## src/rtl/uart_rx_packetiser.sv

```systemverilog
// uart_rx_packetiser: turns a raw UART byte stream into addressed packets.
// Strips sync/dest/src/len header, emits one tagged beat per payload byte.
module uart_rx_packetiser #(
  parameter logic [7:0] SYNC_BYTE = 8'h55,
  parameter int TIMEOUT_CYCLES = 50000
) (
  input  logic       ipClk,
  input  logic       ipReset,
  input  logic [7:0] ipRxData,
  input  logic       ipRxValid,
  output logic [7:0] opDestination,
  output logic [7:0] opSource,
  output logic [7:0] opLength,
  output logic [7:0] opData,
  output logic       opSoP,
  output logic       opEoP,
  output logic       opValid,
  output logic       opAbort
);

  localparam int CW = $clog2(TIMEOUT_CYCLES);
  localparam logic [CW-1:0] TO_FIRE = CW'(TIMEOUT_CYCLES - 2);
  localparam logic [CW-1:0] TO_SAT = CW'(TIMEOUT_CYCLES - 1);

  typedef enum logic [2:0] {
    IDLE,
    DEST,
    SRC,
    LEN,
    DATA
  } state_t;

  state_t state;
  state_t stateNext;

  logic [CW-1:0] toCnt;
  logic [7:0] remCnt;
  logic [7:0] remNext;
  logic [7:0] destNext;
  logic [7:0] srcNext;
  logic [7:0] lenNext;
  logic [7:0] dataNext;
  logic validNext;
  logic sopNext;
  logic eopNext;
  logic abortNext;
  logic timeout;

  // A byte on the timeout cycle wins, so only idle cycles can expire.
  assign timeout = (state != IDLE) && !ipRxValid
                   && (toCnt == TO_FIRE);

  // Inter-byte idle counter; only counts while a frame is open.
  always_ff @(posedge ipClk or negedge ipReset) begin
    if (!ipReset) begin
      toCnt <= '0;
    end else if (ipRxValid || state == IDLE || timeout) begin
      toCnt <= '0;
    end else if (toCnt != TO_SAT) begin
      toCnt <= toCnt + 1'b1;
    end
  end

  // State, payload down-counter and registered outputs.
  always_ff @(posedge ipClk or negedge ipReset) begin
    if (!ipReset) begin
      state         <= IDLE;
      remCnt        <= '0;
      opDestination <= '0;
      opSource      <= '0;
      opLength      <= '0;
      opData        <= '0;
      opSoP         <= 1'b0;
      opEoP         <= 1'b0;
      opValid       <= 1'b0;
      opAbort       <= 1'b0;
    end else begin
      state         <= stateNext;
      remCnt        <= remNext;
      opDestination <= destNext;
      opSource      <= srcNext;
      opLength      <= lenNext;
      opData        <= dataNext;
      opSoP         <= sopNext;
      opEoP         <= eopNext;
      opValid       <= validNext;
      opAbort       <= abortNext;
    end
  end

  // Frame parser: next state, header capture and beat generation.
  always_comb begin
    stateNext = state;
    remNext   = remCnt;
    destNext  = opDestination;
    srcNext   = opSource;
    lenNext   = opLength;
    dataNext  = opData;
    validNext = 1'b0;
    sopNext   = 1'b0;
    eopNext   = 1'b0;
    abortNext = 1'b0;
    if (ipRxValid) begin
      unique case (state)
        IDLE: begin
          if (ipRxData == SYNC_BYTE) begin
            stateNext = DEST;
          end
        end
        DEST: begin
          destNext  = ipRxData;
          stateNext = SRC;
        end
        SRC: begin
          srcNext   = ipRxData;
          stateNext = LEN;
        end
        LEN: begin
          lenNext = ipRxData;
          remNext = ipRxData;
          if (ipRxData == 8'd0) begin
            stateNext = IDLE;
          end else begin
            stateNext = DATA;
          end
        end
        DATA: begin
          validNext = 1'b1;
          dataNext  = ipRxData;
          sopNext   = (remCnt == opLength);
          eopNext   = (remCnt == 8'd1);
          remNext   = remCnt - 8'd1;
          if (remCnt == 8'd1) begin
            stateNext = IDLE;
          end
        end
        default: begin
          stateNext = IDLE;
        end
      endcase
    end else if (timeout) begin
      stateNext = IDLE;
      abortNext = (state == DATA);
    end
  end

endmodule

```

## config.mk

```make
export PLATFORM = sky130hd
export DESIGN_NAME = uart_rx_packetiser
export DESIGN_NICKNAME = d
export VERILOG_FILES = /design/src/rtl/uart_rx_packetiser.sv
export SDC_FILE = /design/constraint.sdc
export NUM_CORES = 1
export LEC_CHECK = 0
export BUFFER_PORTS_ARGS = -buffer_cell sky130_fd_sc_hd__buf_2
export CAP_MARGIN = 20
export CORE_AREA = 3 3 78 80
export CTS_CLUSTER_SIZE = 30
export DETAILED_ROUTE_END_ITERATION = 16
export DIE_AREA = 0 0 81 83
export PLACE_DENSITY = 0.75
export SYNTH_ARGS = -nofsm -noshare
export SYNTH_HDL_FRONTEND = slang
export SYNTH_SLANG_ARGS = --single-unit
```

## constraint.sdc

```tcl
create_clock -name ipClk -period 2.6 [get_ports ipClk]
set_input_delay 0.78 -clock ipClk [delete_from_list [all_inputs] [get_ports ipClk]]
set_output_delay 0.78 -clock ipClk [all_outputs]
set_load 0.005 [all_outputs]
```

==> reports/summary.txt, run 1 <==
Clock Skews: 0.005466 ns
Number of global-route vias before repair: 2285
CTS buffer count: 9
Critical path class: reg2reg
Area share of the largest cell type after synthesis: 53.03%
Routed WL: 6472 µm
Cell with the most instances after synthesis: dfrtp_1
Boundary pin count: 47
Endpoint of the most critical setup path: toCnt[2]$_DFFE_PN0P_
Horiz. Die Dim: 81 µm
Most common library cells after synthesis: dfrtp_1, nand2_1, nor2_1, mux2_2, xnor2_1
Endpoint required time on the critical path: 2.85 ns
Hold violation total from the final report: 0
Num rows: 27
Reg clk slew, reported paths: 0.07 ns
Startpoint type of the worst setup path: flop
Number of buffers inserted by post-CTS setup repair: 0
Layout Area Growth over Synthesis: 16.37%
Count of TritonRoute iterations in the first routing pass: 6
Starting Density: 54.32%
Share of cells above drive strength 1: 27.84%
Clk_lat worst skew: 0.33 ns
Total number of vias: 2325
Final-layout worst hold slack: 0.4550 ns
Synth unique cells: 44
Leakage power figure: 1.583 nW
Outcome: complete, no violations
Violation count after the first detailed-routing iteration: 177
Cell at the root of the clock tree: clkbuf_8
Ratio of final minimum period to clock period: 77.87%
Setup tns final: 0 ns
CTS HTree Levels: 3
Largest area contributor in the synthesized netlist: dfrtp_1
Die Footprint: 6723 µm²
Global route total overflow: 0
Number of standard cells after synthesis: 280
Count of filler cells inserted in the layout: 434
Routed via count divided by cell count: 5.727
Placed wire-length estimate: 4434 µm
Die height: 83 µm
Remaining DRCs: 0
Total of flip-flops plus latches after synthesis: 63
Maximum number of pins on one net before global-route repair: 64
Launching element of the worst setup path: toCnt[12]$_DFFE_PN0P_
Placeable core region: 5473 µm²
Global-route wire length before repair: 10710 µm
Netlist area before placement: 2973 µm²
Number of port buffers: 46
Final estimated routing congestion in global placement: 0.8692
Routed length per instance: 15.94 µm
Worst vdd rail ir drop: 0.0007484 V
Post-synthesis area per instance: 10.62 µm²
N_diodes: 0
Capture point of the worst reg-to-reg path: toCnt[2]$_DFFE_PN0P_
Highest attainable clock frequency: 0.4939 GHz
Largest cells by area after synthesis: dfrtp_1, mux2_2, xnor2_1
FF-to-FF path depth: 4
Relative max-transition margin: 72.35%
Finish-stage setup viols: 0
Share of the yosys chip area belonging to registers: 53.03%
Initial antenna violation count: 0
Launch instance of the worst register-to-register path: toCnt[12]$_DFFE_PN0P_
Category of the worst setup path capture point: flop
Total clock sinks: 63
Yosys warning count: 0
Count of antenna-violating nets left after detailed routing: 0
Buffer depth of the longest clock path: 2
Number of enable-type register cells in the synthesized netlist: 0
Power density relative to cell area: 1021 nW/µm²
Max-capacitance violation count: 0
Number of pins exceeding their max-slew limit in the final report: 0
Maximum fanout along the worst path: 6
Reg-to-reg setup timing slack: 0.58 ns
Kind of path behind the tightest hold check: in2async
Resized Gates After CTS: 0
Hold-fix buffers, CTS: 0
Arrival time at the worst endpoint: 2.28 ns
RSZ-0062 raised after global routing: no
Overall routing resource usage: 20.48%
Syn Nets: 295
Final period demand of the worst path: 2.025 ns
Share of async-settable or async-resettable flops after synthesis: 100.0%
Layout Nets: 346
Clock tree from TritonCTS: built
Least-Margin Pin Slew: 0.4110 ns
Leading register cell type out of synthesis: dfrtp_1
metrics by stage:
step,utilization (%),cell area (µm²),std cells,power (mW),worst slack [ns]
detailed placement,60.22,3296,392,2.816,0.5287
global route,63.21,3460,406,3.777,0.4398
global placement,60.22,3296,392,2.766,0.5624
finish,63.21,3460,406,3.533,0.5753
floorplan,-,2973,280,2.336,0.6211
CTS,63.21,3460,406,3.555,0.5765
metal layers:
layer	up-vias	share of wire, %	GRT usage (%)
li1	1086	-	-
met1	1151	45	28.70
met2	78	47	29.95
met3	10	5.4	4.881
met4	0	1.8	9.370
met5	-	0	0
cells by family (layout without fill, tap and decap cells):
group,after synthesis,count (layout),synth area share [%]
simple gates,116,116,20.24
fa+ha+maj,4,4,1.684
xor+xnor,21,21,6.187
flops,63,63,53.03
buf+inv,19,73,2.735
mux,24,24,9.091
compound gates,33,33,7.029
critical path, cell delays in order (launching register included):
cell	delay [ns]
dfrtp_1	0.41
or4_1	0.60
or4_4	0.60
and3_4	0.21
nor3_2	0.13
worst min-delay path by stage:
stage,depth (start not counted),startpoint,slack [ns],endpoint
global placement,1,opData[0]$_DFFE_PN0P_,0.48,opData[0]$_DFFE_PN0P_
finish,2,ipReset,0.45,opLength[3]$_DFFE_PN0P_
floorplan,0,ipReset,0.48,opAbort$_DFF_PN0_
global route,2,ipReset,0.47,opLength[5]$_DFFE_PN0P_
CTS,2,ipReset,0.47,toCnt[7]$_DFFE_PN0P_
detailed placement,1,opData[0]$_DFFE_PN0P_,0.49,opData[0]$_DFFE_PN0P_
final cells by class:
cell class	instances	area, µm²	area share (%)
Clock buffer	13	158.9	4.593
Clock inverter	1	5.005	0.1447
Timing Repair Buffer	52	287.8	8.318
Inverter	7	26.28	0.7595
Multi-Input combinational cell	198	1315	38.01
Tap cell	72	90.09	2.604
Sequential cell	63	1577	45.57
flip-flops by register name (all words and copies together) (netlist names):
signal / flops
opAbort: 1
opData: 8
opDestination: 8
opEoP: 1
opLength: 8
opSoP: 1
opSource: 8
opValid: 1
remCnt: 8
state: 3
toCnt: 16
power by group:
part / internal [mW] / switching (mW)
logic: 0.628 / 0.536
registers: 1.32 / 0.319
clock network: 0.387 / 0.344
cell usage in the layout, fill, tap and decap left out, types with 4 or more instances in the layout:
cell type and count:
a21oi_1 9, buf_2 46, buf_4 5, clkbuf_8 11, dfrtp_1 63, ha_1 4
inv_1 6, mux2_2 24, nand2_1 34, nand3_1 6, nand4_1 8, nor2_1 26
nor3_1 10, nor4_1 9, o21ai_0 8, xnor2_1 18
Power figures use the tool's default switching activity.
==> inputs of run 2 (changes only) <==
ABC_AREA = 1   (was unset)
CORE_AREA = 3 3 79 81   (was 3 3 78 80)
DIE_AREA = 0 0 82 84   (was 0 0 81 83)
clock period = 2 ns   (was 2.6 ns; I/O delays follow)
==> reports/summary.txt, run 2 <==
Starting Density: 55.31% (+0.99 points)
CTS buffer count: 9 (unchanged)
Clock tree from TritonCTS: built
N_diodes: 0 (unchanged)
CTS HTree Levels: 3 (unchanged)
Finish-stage setup viols: 0 (unchanged)
GR peak layer: met2
Total clock sinks: 63 (unchanged)
Met2 layer usage reported by global route: 34.61% (+4.7 points)
Share of the yosys chip area belonging to registers: 51.45% (-1.6 points)
Met3 track demand over resource: 6.587% (+1.7 points)
Number of buffers inserted by post-CTS setup repair: 0 (unchanged)
Routed length per instance: 13.93 µm (-13%)
Reg clk slew, reported paths: 0.07 ns (about the same)
Startpoint type of the worst setup path: flop
Overall routing resource usage: 22.74% (+2.3 points)
Final estimated routing congestion in global placement: 0.9673 (+11%)
Cell at the root of the clock tree: clkbuf_8
Cell with the most instances after synthesis: nand2_1
Leading register cell type out of synthesis: dfrtp_1
Kind of path behind the tightest hold check: in2async
Clock Skews: 0.01387 ns (+0.008399 ns)
Share of cells above drive strength 1: 19.77% (-8.1 points)
RSZ-0062 raised after global routing: no
Endpoint required time on the critical path: 2.28 ns (-0.57 ns)
Ratio of final minimum period to clock period: 83.53% (+5.7 points)
Count of filler cells inserted in the layout: 492 (+13%)
Layout Area Growth over Synthesis: 16.54%
Register Area: 1577 µm² (unchanged)
Remaining DRCs: 0 (unchanged)
Global route total overflow: 0 (unchanged)
Worst vdd rail ir drop: 0.0008607 V (+15%)
Placeable core region: 5540 µm² (+1.2%)
Syn Nets: 393 (+33%)
Most common library cells after synthesis: nand2_1, dfrtp_1, nor2_1, o21ai_1, inv_1
Number of standard cells after synthesis: 378 (+35%)
Boundary pin count: 47 (unchanged)
Arrival time at the worst endpoint: 1.95 ns (-0.33 ns)
Max-capacitance violation count: 0 (unchanged)
Largest area contributor in the synthesized netlist: dfrtp_1
Highest-count cells in the layout ignoring fill and taps: nand2_1, dfrtp_1, nor2_1
Most frequent standard cell in the layout excluding fill and tap cells: nand2_1
Final-layout worst hold slack: 0.2536 ns (-0.2014 ns)
Total number of vias: 2664 (+15%)
Violation count after the first detailed-routing iteration: 144 (-19%)
Leakage power figure: 1.749 nW (+10%)
Hold violation total from the final report: 0 (unchanged)
Yosys warning count: 0 (unchanged)
Maximum number of pins on one net before global-route repair: 64 (unchanged)
Total of flip-flops plus latches after synthesis: 63 (unchanged)
Horiz. Die Dim: 82 µm (+1.2%)
Die Footprint: 6888 µm² (+2.5%)
Top reg by flops: toCnt
Category of the worst setup path capture point: flop
Buffer depth of the longest clock path: 2 (unchanged)
Layout Nets: 445 (+29%)
Count of antenna-violating nets left after detailed routing: 0 (unchanged)
Final period demand of the worst path: 1.671 ns (-0.3540 ns)
Total placed cells including tap cells: 491 (+25%)
Highest attainable clock frequency: 0.5986 GHz (+21%)
Resized Gates After CTS: 0 (unchanged)
Maximum fanout along the worst path: 13 (+7)
Share of async-settable or async-resettable flops after synthesis: 100.0% (unchanged)
Outcome: complete, no violations
Clk_lat worst skew: 0.35 ns (+0.02 ns)
Number of enable-type register cells in the synthesized netlist: 0 (unchanged)
Post-synthesis area per instance: 8.106 µm² (-24%)
Number of port buffers: 46 (unchanged)
Least-Margin Pin Slew: 0.4806 ns (+0.06961 ns)
Total area of multi-input combinational cells: 1277 µm² (-2.9%)
Critical path class: reg2reg
Power density relative to cell area: 1341 nW/µm² (+31%)
Area share of the largest cell type after synthesis: 51.45% (-1.6 points)
GRT met1 Usage: 29.93% (+1.2 points)
Placed wire-length estimate: 4912 µm (+11%)
Number of pins exceeding their max-slew limit in the final report: 0 (unchanged)
Setup tns final: 0 ns (unchanged)
Final Util: 64.45% (+1.2 points)
Hold-fix buffers, CTS: 0 (unchanged)
Netlist area before placement: 3064 µm² (+3.1%)
Number of global-route vias before repair: 2641 (+16%)
Synth unique cells: 28 (-36%)
Count of TritonRoute iterations in the first routing pass: 5 (-1)
Max FFs per register: 16 (unchanged)
Number of standard cells in the final layout excluding fillers: 507 (+25%)
Die height: 84 µm (+1.2%)
Relative max-transition margin: 67.88% (-4.5 points)
Routed WL: 7065 µm (+9.2%)
Num rows: 27 (unchanged)
Global-route wire length before repair: 12050 µm (+13%)
Routed via count divided by cell count: 5.254 (-8.2%)
Initial antenna violation count: 0 (unchanged)
Largest cells by area after synthesis: dfrtp_1, nand2_1, o21ai_1
[run 2: kinds of logic (layout without fill, tap and decap cells)]
logic type      Yosys count  in the layout  synth area share (%)
compound gates           57             57                 9.677
xor+xnor                 10             10                 2.859
fa+ha+maj                 4              4                 1.633
buf+inv                  50            107                 6.860
flops                    63             63                 51.45
simple gates            194            194                 27.52
[run 2: path summary, 6_finish.rpt]
kind	start	end	slack, ns	cells after the start
setup / recovery	state[0]$_DFFE_PN0P_	remCnt[5]$_DFFE_PN0P_	0.33	9
hold / removal	ipReset	toCnt[10]$_DFFE_PN0P_	0.25	2
setup reg to reg	state[0]$_DFFE_PN0P_	remCnt[5]$_DFFE_PN0P_	0.33	9
hold reg to reg	opSource[3]$_DFFE_PN0P_	opSource[3]$_DFFE_PN0P_	0.49	2
max in group asynchronous	ipReset	opLength[6]$_DFFE_PN0P_	1.47	2
min in group ipClk	opSource[3]$_DFFE_PN0P_	opSource[3]$_DFFE_PN0P_	0.49	2
[run 2: critical path, stage by stage (launching register included)]
cell,delay (ns)
dfrtp_1,0.45
nor2_2,0.23
nand2_4,0.11
inv_2,0.18
nand2_2,0.08
nand2_2,0.22
inv_2,0.09
a21oi_1,0.14
nand2_1,0.07
nand2_1,0.05
[run 2: where the power goes]
part	switching, mW	leakage (nW)	internal (mW)	total, mW
sequential	0.369	0.819	1.69	2.06
combinational	0.929	0.833	0.675	1.60
clock	0.538	0.0964	0.587	1.13
[run 2: area by class of cell]
cell class	count	share of cell area [%]
clock inverter	7	2.242
clock buffer	9	3.469
multi-input combinational	265	35.77
inverter	42	4.415
sequential	63	44.15
tap	72	2.523
timing repair buffer	49	7.428
[run 2: routing by layer]
layer / routed length (µm) / vias to the layer above
li1: - / 1322
met1: 3236 / 1239
met2: 3255 / 85
met3: 390 / 18
met4: 183 / 0
met5: 0 / -
[run 2: stage by stage]
step	cell area, µm²	setup WS, ns	power (mW)
floorplan	3064	0.5799	3.070
global placement	3367	0.3239	3.600
detailed placement	3367	0.2947	3.651
CTS	3571	0.3550	4.815
global route	3571	0.1368	5.149
finish	3571	0.3294	4.787
==> inputs of run 3 (changes only) <==
CORE_AREA = 3 3 82 84   (was 3 3 79 81)
DIE_AREA = 0 0 85 87   (was 0 0 82 84)
PLACE_DENSITY = 0.73   (was 0.75)
clock period = 1.5 ns   (was 2 ns; I/O delays follow)
==> reports/summary.txt, run 3 (synthesized netlist as in run 2, its figures left out) <==
Outcome: complete, no violations
Initial antenna violation count: 0 (unchanged)
Total placed cells including tap cells: 509 (+3.7%)
Count of TritonRoute iterations in the first routing pass: 4 (-1)
Global-route wire length before repair: 12030 µm (-0.12%)
Num rows: 28 (+3.7%)
Routed length per instance: 13.27 µm (-4.8%)
Clk_lat worst skew: 0.35 ns (about the same)
Critical path class: reg2reg
Most frequent standard cell in the layout excluding fill and tap cells: nand2_1
Buffer depth of the longest clock path: 2 (unchanged)
Final estimated routing congestion in global placement: 0.8848 (-8.5%)
Register Area: 1577 µm² (unchanged)
Highest-count cells in the layout ignoring fill and taps: nand2_1, dfrtp_1, nor2_1, buf_2, o21ai_1
Horiz. Die Dim: 85 µm (+3.7%)
Remaining DRCs: 0 (unchanged)
Max FFs per register: 16 (unchanged)
Least-Margin Pin Slew: 0.3326 ns (-0.1480 ns)
Overall routing resource usage: 20.77% (-2.0 points)
Launch instance of the worst register-to-register path: toCnt[0]$_DFFE_PN0P_
Highest attainable clock frequency: 0.7026 GHz (+17%)
Hold violation total from the final report: 0 (unchanged)
Violation count after the first detailed-routing iteration: 105 (-27%)
N_diodes: 0 (unchanged)
Hold-fix buffers, CTS: 0 (unchanged)
Number of port buffers: 46 (unchanged)
Setup tns final: 0 ns (unchanged)
Routed via count divided by cell count: 5.125 (-2.5%)
Arrival time at the worst endpoint: 1.67 ns (-0.28 ns)
Total area of multi-input combinational cells: 1315 µm² (+2.9%)
Reg clk slew, reported paths: 0.08 ns (about the same)
Cell at the root of the clock tree: clkbuf_8
Placeable core region: 5991 µm² (+8.1%)
Number of pins exceeding their max-slew limit in the final report: 0 (unchanged)
Boundary pin count: 47 (unchanged)
Layout Area Growth over Synthesis: 23.03%
Total clock sinks: 63 (unchanged)
Clock Skews: 0.007436 ns (-0.006429 ns)
Count of filler cells inserted in the layout: 484 (-1.6%)
Starting Density: 51.15% (-4.2 points)
Share of cells above drive strength 1: 24.83% (+5.1 points)
Leakage power figure: 1.843 nW (+5.4%)
Number of standard cells in the final layout excluding fillers: 526 (+3.7%)
Top reg by flops: toCnt
Global route total overflow: 0 (unchanged)
RSZ-0062 raised after global routing: yes
Number of global-route vias before repair: 2641 (unchanged)
Worst vdd rail ir drop: 0.001131 V (+31%)
Endpoint required time on the critical path: 1.74 ns (-0.54 ns)
Final period demand of the worst path: 1.423 ns (-0.2473 ns)
Max-capacitance violation count: 0 (unchanged)
Maximum fanout along the worst path: 4 (-9)
Clock tree from TritonCTS: built
Power density relative to cell area: 1796 nW/µm² (+34%)
CTS buffer count: 9 (unchanged)
Placed wire-length estimate: 5022 µm (+2.2%)
Launching element of the worst setup path: toCnt[0]$_DFFE_PN0P_
Die Footprint: 7395 µm² (+7.4%)
Layout Nets: 461 (+3.6%)
CTS HTree Levels: 3 (unchanged)
Kind of path behind the tightest hold check: in2async
Ratio of final minimum period to clock period: 94.89% (+11 points)
Count of antenna-violating nets left after detailed routing: 0 (unchanged)
Total number of vias: 2696 (+1.2%)
Die height: 87 µm (+3.6%)
Category of the worst setup path capture point: flop
Startpoint type of the worst setup path: flop
Routed WL: 6979 µm (-1.2%)
Relative max-transition margin: 77.83% (+9.9 points)
Reg-to-reg setup timing slack: 0.08 ns (-0.25 ns)
Finish-stage setup viols: 0 (unchanged)
Maximum number of pins on one net before global-route repair: 64 (unchanged)
-- run 3: changes by cell type in the layout (fill, tap and decap cells not counted), moves of 2 or more --
cell / delta
buf_4: +15
ha_1: -2
ha_2: +2
nand2_1: -2
nand2_2: +2
nor2_1: -3
nor2_2: +2
nor3_1: -2
nor3_2: +2
-- run 3: critical path, cell delays in order, from the launching register on --
cell and delay (ns):
dfrtp_1 0.41, ha_2 0.22, inv_1 0.04, nor2_1 0.14
nand2_1 0.10, nor3_2 0.21, nand3_1 0.10, nand2_1 0.07
nor2_1 0.04
-- run 3: report_power, final --
part / internal (mW) / switching [mW] / leakage, nW
Clock: 0.958 / 0.753 / 0.112
Sequential: 2.25 / 0.458 / 0.819
Combinational: 1.07 / 1.29 / 0.912
Total: 4.27 / 2.50 / 1.84
-- run 3: worst paths after layout --
path,to,cells past startpoint
min reg2reg,opSource[3]$_DFFE_PN0P_,2
min,toCnt[9]$_DFFE_PN0P_,2
min in group ipClk,remCnt[4]$_DFFE_PN0P_,3
max,toCnt[14]$_DFFE_PN0P_,8
max in group asynchronous,opData[0]$_DFFE_PN0P_,2
max reg2reg,toCnt[14]$_DFFE_PN0P_,8
-- run 3: layout make-up --
type / instances / area share [%]
clock buffers: 9 / 3.286
multi-input cells: 265 / 34.88
well taps: 75 / 2.489
repair buffers: 65 / 10.55
inverters: 42 / 4.182
clock inverters: 7 / 2.788
flip-flops and latches: 63 / 41.82
-- run 3: layer usage --
layer	vias to the layer above	part of all wire [%]	wire length, µm	global-route usage, %
met1	1251	44	3074	25.26
met2	74	47	3302	34.18
met4	0	1.7	122	9.928
met3	14	6.9	479	5.771
met5	-	0	0	0
li1	1357	-	-	-
-- run 3: what timing repair did --
| item | 4_1_cts | 5_1_grt |
|---|---|---|
| gates resized for setup | 0 | 11 |
| endpoints found under the hold margin | 0 | 0 |
| setup endpoints to repair | 0 | 22 |
| buffers inserted | 0 | 1 |
-- run 3: per-stage QoR --
stage | cell area (µm²) | setup WS, ns | utilization, % | hold slack, ns | total power, mW
floorplan | 3064 | 0.1182 | - | 0.1544 | 4.094
detailed placement | 3496 | 0.03632 | 58.35 | 0.4728 | 5.037
global placement | 3496 | 0.05281 | 58.35 | 0.4664 | 4.967
finish | 3770 | 0.07665 | 62.93 | 0.1018 | 6.772
global route | 3770 | -0.008539 | 62.93 | 0.1014 | 7.286
CTS | 3725 | 0.03922 | 62.18 | 0.1070 | 6.773
